--- src/rtl/rv32i_types.sv ---
// Shared RV32I type definitions used by the MEM-stage data-memory unit.
// Latency: n/a (types only).
// Backpressure: n/a (types only).
//
// Contents: dmem_state_t FSM encoding, load/store funct3 encodings.
package rv32i_types;

    typedef enum logic [1:0] {
        IDLE   = 2'd0,
        ACCESS = 2'd1,
        DONE   = 2'd2
    } dmem_state_t;

    typedef enum logic [2:0] {
        lb  = 3'b000,
        lh  = 3'b001,
        lw  = 3'b010,
        lbu = 3'b100,
        lhu = 3'b101
    } load_funct3_t;

    typedef enum logic [2:0] {
        sb = 3'b000,
        sh = 3'b001,
        sw = 3'b010
    } store_funct3_t;

endpackage

--- src/rtl/dmem_align.sv ---
// Byte-lane steering for data-memory accesses: store byte enables/shift, load extraction/extension, alignment check.
// Latency: purely combinational, zero cycles.
// Backpressure: none; outputs follow inputs.
//
// Ports: funct3_i (size/sign), addr_lo_i (byte offset), wdata_i (raw store data),
//        rdata_i (raw cache word), mbe_o, wdata_o (lane-shifted), rdata_o (extended), misaligned_o.
module dmem_align
    import rv32i_types::*;
#(
    parameter int width = 32
) (
    input  logic [2:0]       funct3_i,
    input  logic [1:0]       addr_lo_i,
    input  logic [width-1:0] wdata_i,
    input  logic [width-1:0] rdata_i,
    output logic [3:0]       mbe_o,
    output logic [width-1:0] wdata_o,
    output logic [width-1:0] rdata_o,
    output logic             misaligned_o
);

    // Byte offset expressed as a bit shift amount.
    logic [4:0]       sh_amt;
    logic [width-1:0] rshift;

    assign sh_amt = {addr_lo_i, 3'b000};
    assign rshift = rdata_i >> sh_amt;

    always_comb begin
        mbe_o   = 4'b0000;
        wdata_o = wdata_i << sh_amt;
        case (funct3_i)
            sb:      mbe_o = 4'b0001 << addr_lo_i;
            sh:      mbe_o = 4'b0011 << addr_lo_i;
            sw: begin
                mbe_o   = 4'b1111;
                wdata_o = wdata_i;
            end
            default: mbe_o = 4'b0000;
        endcase
    end

    always_comb begin
        rdata_o = '0;
        case (funct3_i)
            lb:      rdata_o = {{(width-8){rshift[7]}}, rshift[7:0]};
            lh:      rdata_o = {{(width-16){rshift[15]}}, rshift[15:0]};
            lw:      rdata_o = rshift;
            lbu:     rdata_o = {{(width-8){1'b0}}, rshift[7:0]};
            lhu:     rdata_o = {{(width-16){1'b0}}, rshift[15:0]};
            default: rdata_o = '0;
        endcase
    end

    // Halfword codes share 001 between LH and SH, word codes share 010
    // between LW and SW, so one check covers both directions.
    always_comb begin
        misaligned_o = 1'b0;
        case (funct3_i)
            lh, lhu: misaligned_o = addr_lo_i[0];
            lw:      misaligned_o = |addr_lo_i;
            default: misaligned_o = 1'b0;
        endcase
    end

endmodule

--- src/rtl/dmem_unit.sv ---
// MEM-stage data-memory unit: issues one cache request per load/store, stalls the pipeline until the response, extends load data.
// Latency: memory op occupies 1 IDLE + k ACCESS + 1 DONE cycle (min 3); non-memory ops pass with zero stall.
// Backpressure: stall_o held high from request acceptance until the cache response; MEM/WB loads whenever stall_o is low.
//
// Ports: clk/rst (sync, active-low); EX/MEM side mem_read_i, mem_write_i, funct3_i, addr_i, wdata_i;
//        cache side dmem_read_o, dmem_write_o, dmem_address_o, dmem_wdata_o, dmem_mbe_o, dmem_rdata_i, dmem_resp_i;
//        pipeline side stall_o, mem_wb_load_o, rdata_o, misaligned_o.
module dmem_unit
    import rv32i_types::*;
#(
    parameter int width = 32
) (
    input  logic             clk,
    input  logic             rst,
    input  logic             mem_read_i,
    input  logic             mem_write_i,
    input  logic [2:0]       funct3_i,
    input  logic [width-1:0] addr_i,
    input  logic [width-1:0] wdata_i,
    output logic             dmem_read_o,
    output logic             dmem_write_o,
    output logic [width-1:0] dmem_address_o,
    output logic [width-1:0] dmem_wdata_o,
    output logic [3:0]       dmem_mbe_o,
    input  logic [width-1:0] dmem_rdata_i,
    input  logic             dmem_resp_i,
    output logic             stall_o,
    output logic             mem_wb_load_o,
    output logic [width-1:0] rdata_o,
    output logic             misaligned_o
);

    dmem_state_t      state_q, state_d;

    logic             read_q, write_q;
    logic [width-1:0] addr_q;
    logic [width-1:0] wdata_q;
    logic [3:0]       mbe_q;
    logic [2:0]       funct3_q;
    logic [width-1:0] rdata_q;

    logic             in_idle, in_access;
    logic             req, issue;
    logic [2:0]       al_funct3;
    logic [1:0]       al_addr_lo;
    logic [3:0]       al_mbe;
    logic [width-1:0] al_wdata, al_rdata;
    logic             al_mis;

    assign in_idle   = (state_q == IDLE);
    assign in_access = (state_q == ACCESS);
    assign req       = mem_read_i | mem_write_i;

    // A single lane steerer serves both phases: in IDLE it looks at the live
    // EX/MEM request (alignment check, store lanes to latch), afterwards it
    // looks at the latched request to extract the returned load data.
    assign al_funct3  = in_idle ? funct3_i     : funct3_q;
    assign al_addr_lo = in_idle ? addr_i[1:0]  : addr_q[1:0];

    dmem_align #(.width(width)) u_align (
        .funct3_i     (al_funct3),
        .addr_lo_i    (al_addr_lo),
        .wdata_i      (wdata_i),
        .rdata_i      (dmem_rdata_i),
        .mbe_o        (al_mbe),
        .wdata_o      (al_wdata),
        .rdata_o      (al_rdata),
        .misaligned_o (al_mis)
    );

    assign issue = in_idle & req & ~al_mis;

    always_ff @(posedge clk) begin
        if (!rst) begin
            state_q <= IDLE;
        end else begin
            state_q <= state_d;
        end
    end

    always_comb begin
        state_d = state_q;
        case (state_q)
            IDLE:    if (issue)       state_d = ACCESS;
            ACCESS:  if (dmem_resp_i) state_d = DONE;
            DONE:                     state_d = IDLE;
            default:                  state_d = IDLE;
        endcase
    end

    // Request latch: captured once on acceptance so the cache sees a stable
    // request even though EX/MEM is frozen rather than re-read.
    always_ff @(posedge clk) begin
        if (!rst) begin
            read_q   <= 1'b0;
            write_q  <= 1'b0;
            addr_q   <= '0;
            wdata_q  <= '0;
            mbe_q    <= 4'b0000;
            funct3_q <= 3'b000;
        end else if (issue) begin
            read_q   <= mem_read_i;
            write_q  <= mem_write_i & ~mem_read_i;
            addr_q   <= addr_i;
            wdata_q  <= al_wdata;
            mbe_q    <= mem_read_i ? 4'b0000 : al_mbe;
            funct3_q <= funct3_i;
        end else if (in_access && dmem_resp_i) begin
            read_q   <= 1'b0;
            write_q  <= 1'b0;
        end
    end

    // Load result register; stores and non-memory cycles leave it alone.
    always_ff @(posedge clk) begin
        if (!rst) begin
            rdata_q <= '0;
        end else if (in_access && dmem_resp_i && read_q) begin
            rdata_q <= al_rdata;
        end else if (in_idle && mem_read_i && al_mis) begin
            rdata_q <= '0;
        end
    end

    assign dmem_read_o    = read_q & in_access;
    assign dmem_write_o   = write_q & in_access;
    assign dmem_address_o = {addr_q[width-1:2], 2'b00};
    assign dmem_wdata_o   = wdata_q;
    assign dmem_mbe_o     = mbe_q;

    assign stall_o       = issue | in_access;
    assign mem_wb_load_o = ~stall_o;
    assign rdata_o       = rdata_q;
    assign misaligned_o  = in_idle & req & al_mis;

endmodule

--- config.mk ---
export PLATFORM = sky130hd
export DESIGN_NAME = dmem_unit
export DESIGN_NICKNAME = d
export VERILOG_FILES = /design/src/rtl/rv32i_types.sv /design/src/rtl/dmem_align.sv /design/src/rtl/dmem_unit.sv
export SDC_FILE = /design/constraint.sdc
export NUM_CORES = 1
export LEC_CHECK = 0
export ABC_AREA = 1
export CORE_AREA = 2 2 131 133
export DETAILED_ROUTE_END_ITERATION = 6
export DIE_AREA = 0 0 133 135
export HOLD_SLACK_MARGIN = 0.15
export PLACE_DENSITY = 0.75
export SLEW_MARGIN = 20
export SYNTH_ARGS = -nofsm -noshare
export SYNTH_HDL_FRONTEND = slang
export SYNTH_SLANG_ARGS = --single-unit
--- constraint.sdc ---
create_clock -name clk -period 1.54 [get_ports clk]
set_input_delay 0.231 -clock clk [delete_from_list [all_inputs] [get_ports clk]]
set_output_delay 0.231 -clock clk [all_outputs]
set_load 0.1 [all_outputs]
==> results.md, run 1 <==
| Result | This run | Unit |
| --- | --- | --- |
| Run status | finished with violations | - |
| Failing checks | negative setup slack | - |
| Predominant post-synthesis flop cell | sky130_fd_sc_hd__dfxtp_1 | - |
| Cell type contributing the most total cell area after synthesis | sky130_fd_sc_hd__dfxtp_1 | - |
| Number of max-cap violations | 0 | - |
| Post-Place Cells | 1,277 | - |
| Hold Path Class | primary input to register | - |
| Post-route ant nets | 0 | - |
| Area inside the core boundary | 16,400 | um2 |
| Library cell with the highest instance count after synthesis | sky130_fd_sc_hd__nand2_1 | - |
| Number of flops mapped to enable cells by yosys | 0 | - |
| Share of the clock period used by the worst path after layout | 133 | % |
| VDD IR max | 0.00115 | V |
| Via count of the first global-routing pass | 6,988 | - |
| Area share of the leading cell type in the synthesized netlist | 37.7 | % |
| Sum of overflow across all layers after global routing | 0 | - |
| List of most frequent post-synthesis cells | sky130_fd_sc_hd__nand2_1 (274), sky130_fd_sc_hd__nand3_1 (120), sky130_fd_sc_hd__dfxtp_1 (107) | - |
| Reg2reg end | dmem_wdata_o[1] | - |
| Cell area after layout | 11,200 | um2 |
| Sequential fraction of the synthesis area | 37.7 | % |
| Number of ports placed on the die boundary | 209 | - |
| Arrival time of data at the critical path endpoint | 1.81 | ns |
| Die Wd | 133 | um |
| Row Count | 47 | - |
| Grt peak-use layer | met2 | - |
| Count of placed standard cells in the final layout, fillers left out | 1,340 | - |
| Drt pass-1 iters | 6 | - |
| Via total after detailed routing | 7,228 | - |
| Crit-path max FO | 5 | - |
| Setup repair after global routing missed its margin | true | - |
| Input/output buffers | 206 | - |
| Final setup violation count | 111 | - |
| Clock latency on the worst-skew pair | 0.36 | ns |
| Hold Crit Endpoint | addr_q[4] | - |
| Number of antenna violations at the first check in global routing | 1 | - |
| Layout net count | 1,218 | - |
| Die boundary height | 135 | um |
| Number of cells traversed by the worst hold path | 3 | - |
| Routability cong. | 0.912 | - |
| Slew Limit Fails | 0 | - |
| Smallest setup slack after layout | -0.501 | ns |
| Static leakage | 0.00472 | uW |
| Post-Route Utilization | 68.1 | % |
| Skew final | 0.00719 | ns |
| Routed length per placed instance | 18.7 | um |
| Met3 track utilization from global routing | 4.39 | % |
| Fraction of layout cells with a size suffix above 1 | 34.0 | % |
| Post-detailed-placement cell area | 9240 | um2 |
| Top area cells in the synthesized netlist | sky130_fd_sc_hd__dfxtp_1 (38%), sky130_fd_sc_hd__nand2_1 (18%), sky130_fd_sc_hd__nand3_1 (11%) | - |
| Post-synth ARST share | 0 | % |
| CTS max path bufs | 2 | - |
| Met1 usage in global routing | 32.6 | % |
| Area growth from synthesis to layout | 96.9 | % |
| Post-detailed-placement half-perimeter wirelength | 14.5 | mm |
| Total wirelength of the detailed-routed design | 25.1 | mm |
| FF-to-FF Start | state_q[1] | - |
| Mapped Cells | 875 | - |
| Maximum clock frequency | 0.490 | GHz |
| Worst hold start | addr_i[4] | - |
| Yosys reg bits | 107 | - |
| Starting density of the core | 34.6 | % |
| Critical path class | register to output pin | - |
| Number of cells on the worst reg-to-reg path | 11 | - |
| Total CTS buffers | 9 | - |
| Mean area per synthesized cell | 6.49 | um2 |
| First-pass GRT wire length | 37.3 | mm |
| Remaining DRCs | 0 | - |
| Synthesis Warnings | 0 | - |
| Number of fillers in the final layout | 1,189 | - |
| Synthesized cell area | 5680 | um2 |
| Sort of element at the start of the critical path | register | - |
| Clk sinks | 107 | - |
| Number of vias per cell | 5.39 | - |
| Number of DRC markers in iteration 0 | 701 | - |
| Worst slack at placement | -0.469 | ns |
| Clock tree root driver cell | sky130_fd_sc_hd__clkbuf_16 | - |
| Post-CTS clock slew at the launch and capture registers of the worst setup and hold paths | 0.08 | ns |
| Number of distinct library cells after synthesis | 21 | - |
| Global routing usage summed across all routing layers | 26.4 | % |
| Kind of capture point of the worst setup path | output pin | - |
| Power per unit of standard cell area | 1650 | nW/um2 |
| Clock period minus final worst setup slack | 2.04 | ns |
| Worst reg-to-reg setup slack | -0.47 | ns |
| Maximum number of pins on one net before global-route repair | 63 | - |
| TritonCTS clock tree | done | - |
| H-tree depth | 3 | - |
| Final hold violations | 0 | - |
| Setup_tns | -38.28 | ns |
| Met2 routing resource usage after global routing | 44.5 | % |
| Critical Path RT | 1.31 | ns |
| Floorplan die area | 18,000 | um2 |
-- sequential cells by signal, indices dropped and copies added, names as in the netlist --
name / cells
addr_q: 32
dmem_wdata_o: 32
rdata_o: 32
dmem_mbe_o: 4
funct3_q: 3
state_q: 2
read_q: 1
write_q: 1
-- timing repair --
action / CTS / global route
gates cloned: 19 / 3
pin swaps: 73 / 13
hold buffers: 0 / 0
setup buffers: 19 / 6
setup endpoints to repair: 111 / 111
resized for setup: 204 / 46
-- worst max-delay path, cell delays in order, from the launching register on --
cell and delay, ns:
sky130_fd_sc_hd__dfxtp_4 0.37, sky130_fd_sc_hd__nor2_4 0.22, sky130_fd_sc_hd__nand2_2 0.11, sky130_fd_sc_hd__nand2_4 0.12, sky130_fd_sc_hd__inv_4 0.06, sky130_fd_sc_hd__nand3_4 0.07, sky130_fd_sc_hd__nand3_4 0.13, sky130_fd_sc_hd__nand2_8 0.10
sky130_fd_sc_hd__clkinvlp_4 0.09, sky130_fd_sc_hd__buf_12 0.17
-- layout by cell type, fill, tap and decap left out, drive strengths merged --
master and instances:
a21oi 99, buf 211, bufinv 1, clkbuf 11
clkdlybuf4s50 103, clkinv 1, clkinvlp 4, conb 2
dfxtp 107, diode 1, inv 58, nand2 277
nand3 124, nor2 47, o211ai 17, o21ai 57
-- layout make-up --
cell class / instances / area (um2) / area share [%]
Multi-Input combinational cell: 623 / 3520 / 31.5
Inverter: 57 / 239 / 2.14
Clock inverter: 7 / 75.1 / 0.672
Sequential cell: 107 / 2150 / 19.2
Clock buffer: 9 / 225 / 2.01
Tap cell: 220 / 275 / 2.46
Timing Repair Buffer: 316 / 4690 / 42.0
Antenna cell: 1 / 2.50 / 0.0224
-- power breakdown --
part | switching, uW | internal [uW]
sequential | 536 | 3210
combinational | 7180 | 5070
clock | 1130 | 1270
-- per-stage QoR --
step	total power [uW]	hold slack, ns
after CTS	17800	0.411
after detailed placement	12800	0.464
after global placement	12700	0.442
after global routing	19100	0.430
after floorplan	9440	0.369
final	18400	0.418
-- worst max path at each step --
| stage | start | to | slack [ns] | cells after the start |
|---|---|---|---|---|
| final | state_q[0] | mem_wb_load_o | -0.50 | 9 |
| after global routing | state_q[0] | misaligned_o | -0.58 | 9 |
| after CTS | state_q[0] | misaligned_o | -0.47 | 9 |
| after detailed placement | funct3_i[0] | addr_q[21] | -0.47 | 9 |
| after global placement | addr_i[0] | rdata_o[6] | -0.38 | 10 |
| after floorplan | state_q[0] | mem_wb_load_o | -0.50 | 9 |
-- logic make-up (layout without fill, tap and decap cells) --
logic type             after synthesis  count (layout)  synth area share [%]
other                                1               3                0.0661
buffers and inverters              148             389                  13.0
DFF                                107             107                  37.7
AOI/OAI and AO/OA                  173             173                  16.0
and+or+nand+nor                    446             448                  33.2
-- metal layers --
metal,part of all wire (%),wire length [um],vias up
met3,8.2,2050,100
met5,0,0,-
met1,39,9760,3361
li1,-,-,3325
met4,5.2,1320,0
met2,48,11900,442
(Power assumes the default switching activity.)
==> run 2, diff against run 1 <==
--- a/config.mk
+++ b/config.mk
@@ -6,11 +6,13 @@
 export NUM_CORES = 1
 export LEC_CHECK = 0
 export ABC_AREA = 1
-export CORE_AREA = 2 2 131 133
+export CELL_PAD_IN_SITES_DETAIL_PLACEMENT = 1
+export CELL_PAD_IN_SITES_GLOBAL_PLACEMENT = 2
+export CORE_AREA = 2 2 168 170
 export DETAILED_ROUTE_END_ITERATION = 6
-export DIE_AREA = 0 0 133 135
+export DIE_AREA = 0 0 170 172
 export HOLD_SLACK_MARGIN = 0.15
-export PLACE_DENSITY = 0.75
+export PLACE_DENSITY = 0.77
 export SLEW_MARGIN = 20
 export SYNTH_ARGS = -nofsm -noshare
 export SYNTH_HDL_FRONTEND = slang
==> run 2 against run 1 <==
Effect of this change:
- the flow still finishes with violations (negative setup slack)
- first-iteration DRC count shrank 62%
- clock power barely moved
- combinational power fell by 3%
- sequential share of layout area fell by 0.24 points
- flip-flop and latch count did not move
- worst setup slack worse by 0.026 ns
- sequential power is 2% lower
- global-route usage fell by 9.0 points
- cell area up 1.2%
- critical path depth fell by 1
- largest power group unchanged
- fmax down 1.3%
==> results.md, run 2 (synthesis gave the netlist of run 1 again) <==
| Result | This run | Unit |
| --- | --- | --- |
| Run status | finished with violations | - |
| Failing checks | negative setup slack | - |
| Total CTS buffers | 9 | - |
| Die boundary height | 172 | um |
| Worst reg-to-reg setup slack | -0.46 | ns |
| Combinational power share | 66.1 | % |
| Flop pwr share | 20.6 | % |
| TritonCTS clock tree | done | - |
| Post-CTS clock slew at the launch and capture registers of the worst setup and hold paths | 0.08 | ns |
| Skew final | 0.0150 | ns |
| Starting density of the core | 20.7 | % |
| Drt pass-1 iters | 5 | - |
| Routability cong. | 0.804 | - |
| Number of DRC markers in iteration 0 | 263 | - |
| Sort of element at the start of the critical path | register | - |
| Clock tree root driver cell | sky130_fd_sc_hd__clkbuf_16 | - |
| Sum of overflow across all layers after global routing | 0 | - |
| Final setup violation count | 111 | - |
| Switching power as a share of total power | 48.7 | % |
| Crit-path max FO | 5 | - |
| Via total after detailed routing | 6,837 | - |
| Slowest stage cell on the critical path | sky130_fd_sc_hd__dfxtp_4 | - |
| Row Count | 61 | - |
| Routed length per placed instance | 18.6 | um |
| Critical Path RT | 1.31 | ns |
| First-pass GRT wire length | 39.2 | mm |
| Clock period minus final worst setup slack | 2.07 | ns |
| Final hold violations | 0 | - |
| Hold-fix buffers, CTS | 0 | - |
| Number of vias per cell | 4.68 | - |
| Number of cells traversed by the worst hold path | 3 | - |
| Number of ports placed on the die boundary | 209 | - |
| Remaining DRCs | 0 | - |
| Switching pwr | 8740 | uW |
| Number of antenna violations at the first check in global routing | 1 | - |
| Most frequent cells in the layout | sky130_fd_sc_hd__nand2_1 (213), sky130_fd_sc_hd__buf_12 (125), sky130_fd_sc_hd__dfxtp_1 (105), sky130_fd_sc_hd__clkdlybuf4s50_1 (103), sky130_fd_sc_hd__nand3_1 (88) | - |
| Sum of buffers and inverters on the critical path | 3 | - |
| Clk sinks | 107 | - |
| Post-detailed-placement half-perimeter wirelength | 18.4 | mm |
| Maximum clock frequency | 0.484 | GHz |
| Share of the clock period used by the worst path after layout | 134 | % |
| Maximum number of pins on one net before global-route repair | 33 | - |
| Global routing usage summed across all routing layers | 17.4 | % |
| Total wirelength of the detailed-routed design | 27.3 | mm |
| Critical path startpoint | state_q[0] | - |
| FF-to-FF Start | state_q[0] | - |
| Power per unit of standard cell area | 1580 | nW/um2 |
| Count of placed standard cells in the final layout, fillers left out | 1,462 | - |
| Hold Crit Endpoint | addr_q[4] | - |
| Setup repair after global routing missed its margin | true | - |
| Setup_tns | -41.37 | ns |
| Static leakage | 0.00470 | uW |
| Via count of the first global-routing pass | 6,789 | - |
| CTS max path bufs | 2 | - |
| Clock latency on the worst-skew pair | 0.37 | ns |
| Smallest setup slack after layout | -0.527 | ns |
| Die Wd | 170 | um |
| Post-route ant nets | 0 | - |
| Area growth from synthesis to layout | 99.4 | % |
| Number of inserted diodes | 0 | - |
| Maximum single-stage delay on the critical path | 0.39 | ns |
| Kind of capture point of the worst setup path | output pin | - |
| Most common cell after layout, fill and taps aside | sky130_fd_sc_hd__nand2_1 | - |
| H-tree depth | 3 | - |
| Reg2reg end | addr_q[10] | - |
| Area inside the core boundary | 27,500 | um2 |
| Cell-internal power | 9190 | uW |
| Arrival time of data at the critical path endpoint | 1.84 | ns |
| Worst slack at placement | -0.611 | ns |
| Fraction of layout cells with a size suffix above 1 | 35.5 | % |
| Hold Path Class | primary input to register | - |
| Number of max-cap violations | 0 | - |
| List of cells traversed by the critical path | nor2_4 -> nand2_2 -> nand2_4 -> buf_6 -> nand3_4 -> buf_6 -> a21oi_4 -> buf_12 | - |
| Most prevalent standard cell on the critical path | sky130_fd_sc_hd__buf_6 | - |
| Number of cells on the worst reg-to-reg path | 12 | - |
| Floorplan die area | 29,200 | um2 |
| Input/output buffers | 206 | - |
| Critical path class | register to output pin | - |
| Clock share of power | 13.3 | % |
| Post-Place Cells | 1,408 | - |
| Layout net count | 1,215 | - |
| Post-Route Utilization | 41.2 | % |
| VDD IR max | 0.000791 | V |
| PnR Total Power | 17,900 | uW |
| Top cell family by delay on the critical path | simple AND/OR/NAND/NOR gates | - |
| Worst hold start | addr_i[4] | - |
| Slew Limit Fails | 0 | - |
-- run 2: cell count changes in the layout (fill, tap and decap cells not counted), moves of 9 or more --
cell | previous run | this run
sky130_fd_sc_hd__o21ai_2 | 18 | 5
sky130_fd_sc_hd__nand3_1 | 103 | 88
sky130_fd_sc_hd__nand2_2 | 22 | 41
sky130_fd_sc_hd__clkbuf_16 | 11 | 20
sky130_fd_sc_hd__buf_16 | 19 | 8
sky130_fd_sc_hd__nand3_2 | 15 | 26
sky130_fd_sc_hd__nand2_1 | 229 | 213
-- run 2: final cells by class --
cell class | count | area [um2]
Clock inverter | 6 | 47.5
Timing Repair inverter | 1 | 11.3
Tap cell | 346 | 433
Fill cell | 3126 | 16200
Multi-Input combinational cell | 623 | 3580
Timing Repair Buffer | 312 | 4600
Clock buffer | 10 | 239
Inverter | 57 | 251
Sequential cell | 107 | 2150
-- run 2: worst max path at each step --
| stage | to | slack (ns) | cells past startpoint |
|---|---|---|---|
| finish | misaligned_o | -0.53 | 8 |
| global route | mem_wb_load_o | -0.60 | 10 |
| CTS | mem_wb_load_o | -0.52 | 9 |
| detailed placement | addr_q[10] | -0.61 | 11 |
| global placement | dmem_wdata_o[23] | -0.51 | 11 |
| floorplan | mem_wb_load_o | -0.50 | 9 |
-- run 2: metrics by stage --
step                      instance area (um2)  hold WS [ns]
after global placement                   9510         0.455
after detailed placement                 9510         0.466
after floorplan                          5750         0.369
after CTS                               10400         0.405
final                                   11300         0.412
after global routing                    11300         0.418
-- run 2: power groups by stage --
stage / Combinational [uW] / Clock (uW) / Sequential, uW
final: 11900 / 2390 / 3690
after detailed placement: 9500 / 0 / 3740
after global placement: 9430 / 0 / 3720
after global routing: 12500 / 2600 / 3750
after floorplan: 4210 / 0 / 5220
after CTS: 10300 / 2480 / 3690
-- run 2: metal layers --
| layer | global-route usage, % | share of wire [%] | vias up |
|---|---|---|---|
| met5 | 0 | 0 | - |
| met4 | 4.72 | 1.6 | 0 |
| met3 | 4.12 | 5.4 | 26 |
| met2 | 28.2 | 47 | 169 |
| met1 | 23.1 | 46 | 3346 |
| li1 | - | - | 3296 |
-- run 2: worst register-to-register path, cell delays in order, from the launching register on --
cell and delay, ns:
sky130_fd_sc_hd__dfxtp_4 0.39, sky130_fd_sc_hd__nor2_4 0.22, sky130_fd_sc_hd__nand2_2 0.10, sky130_fd_sc_hd__nand2_4 0.09, sky130_fd_sc_hd__buf_6 0.11, sky130_fd_sc_hd__nand3_4 0.09, sky130_fd_sc_hd__nand3_4 0.12, sky130_fd_sc_hd__buf_4 0.14
sky130_fd_sc_hd__buf_12 0.17, sky130_fd_sc_hd__buf_8 0.14, sky130_fd_sc_hd__clkbuf_16 0.15, sky130_fd_sc_hd__nand2_1 0.05, sky130_fd_sc_hd__a21oi_1 0.16
-- run 2: timing repair --
| action | 4_1_cts | 5_1_grt |
|---|---|---|
| pin swaps | 31 | 29 |
| endpoints found under the setup margin | 111 | 111 |
| setup buffers | 11 | 7 |
| gates resized for setup | 79 | 166 |
| gates cloned | 8 | 13 |
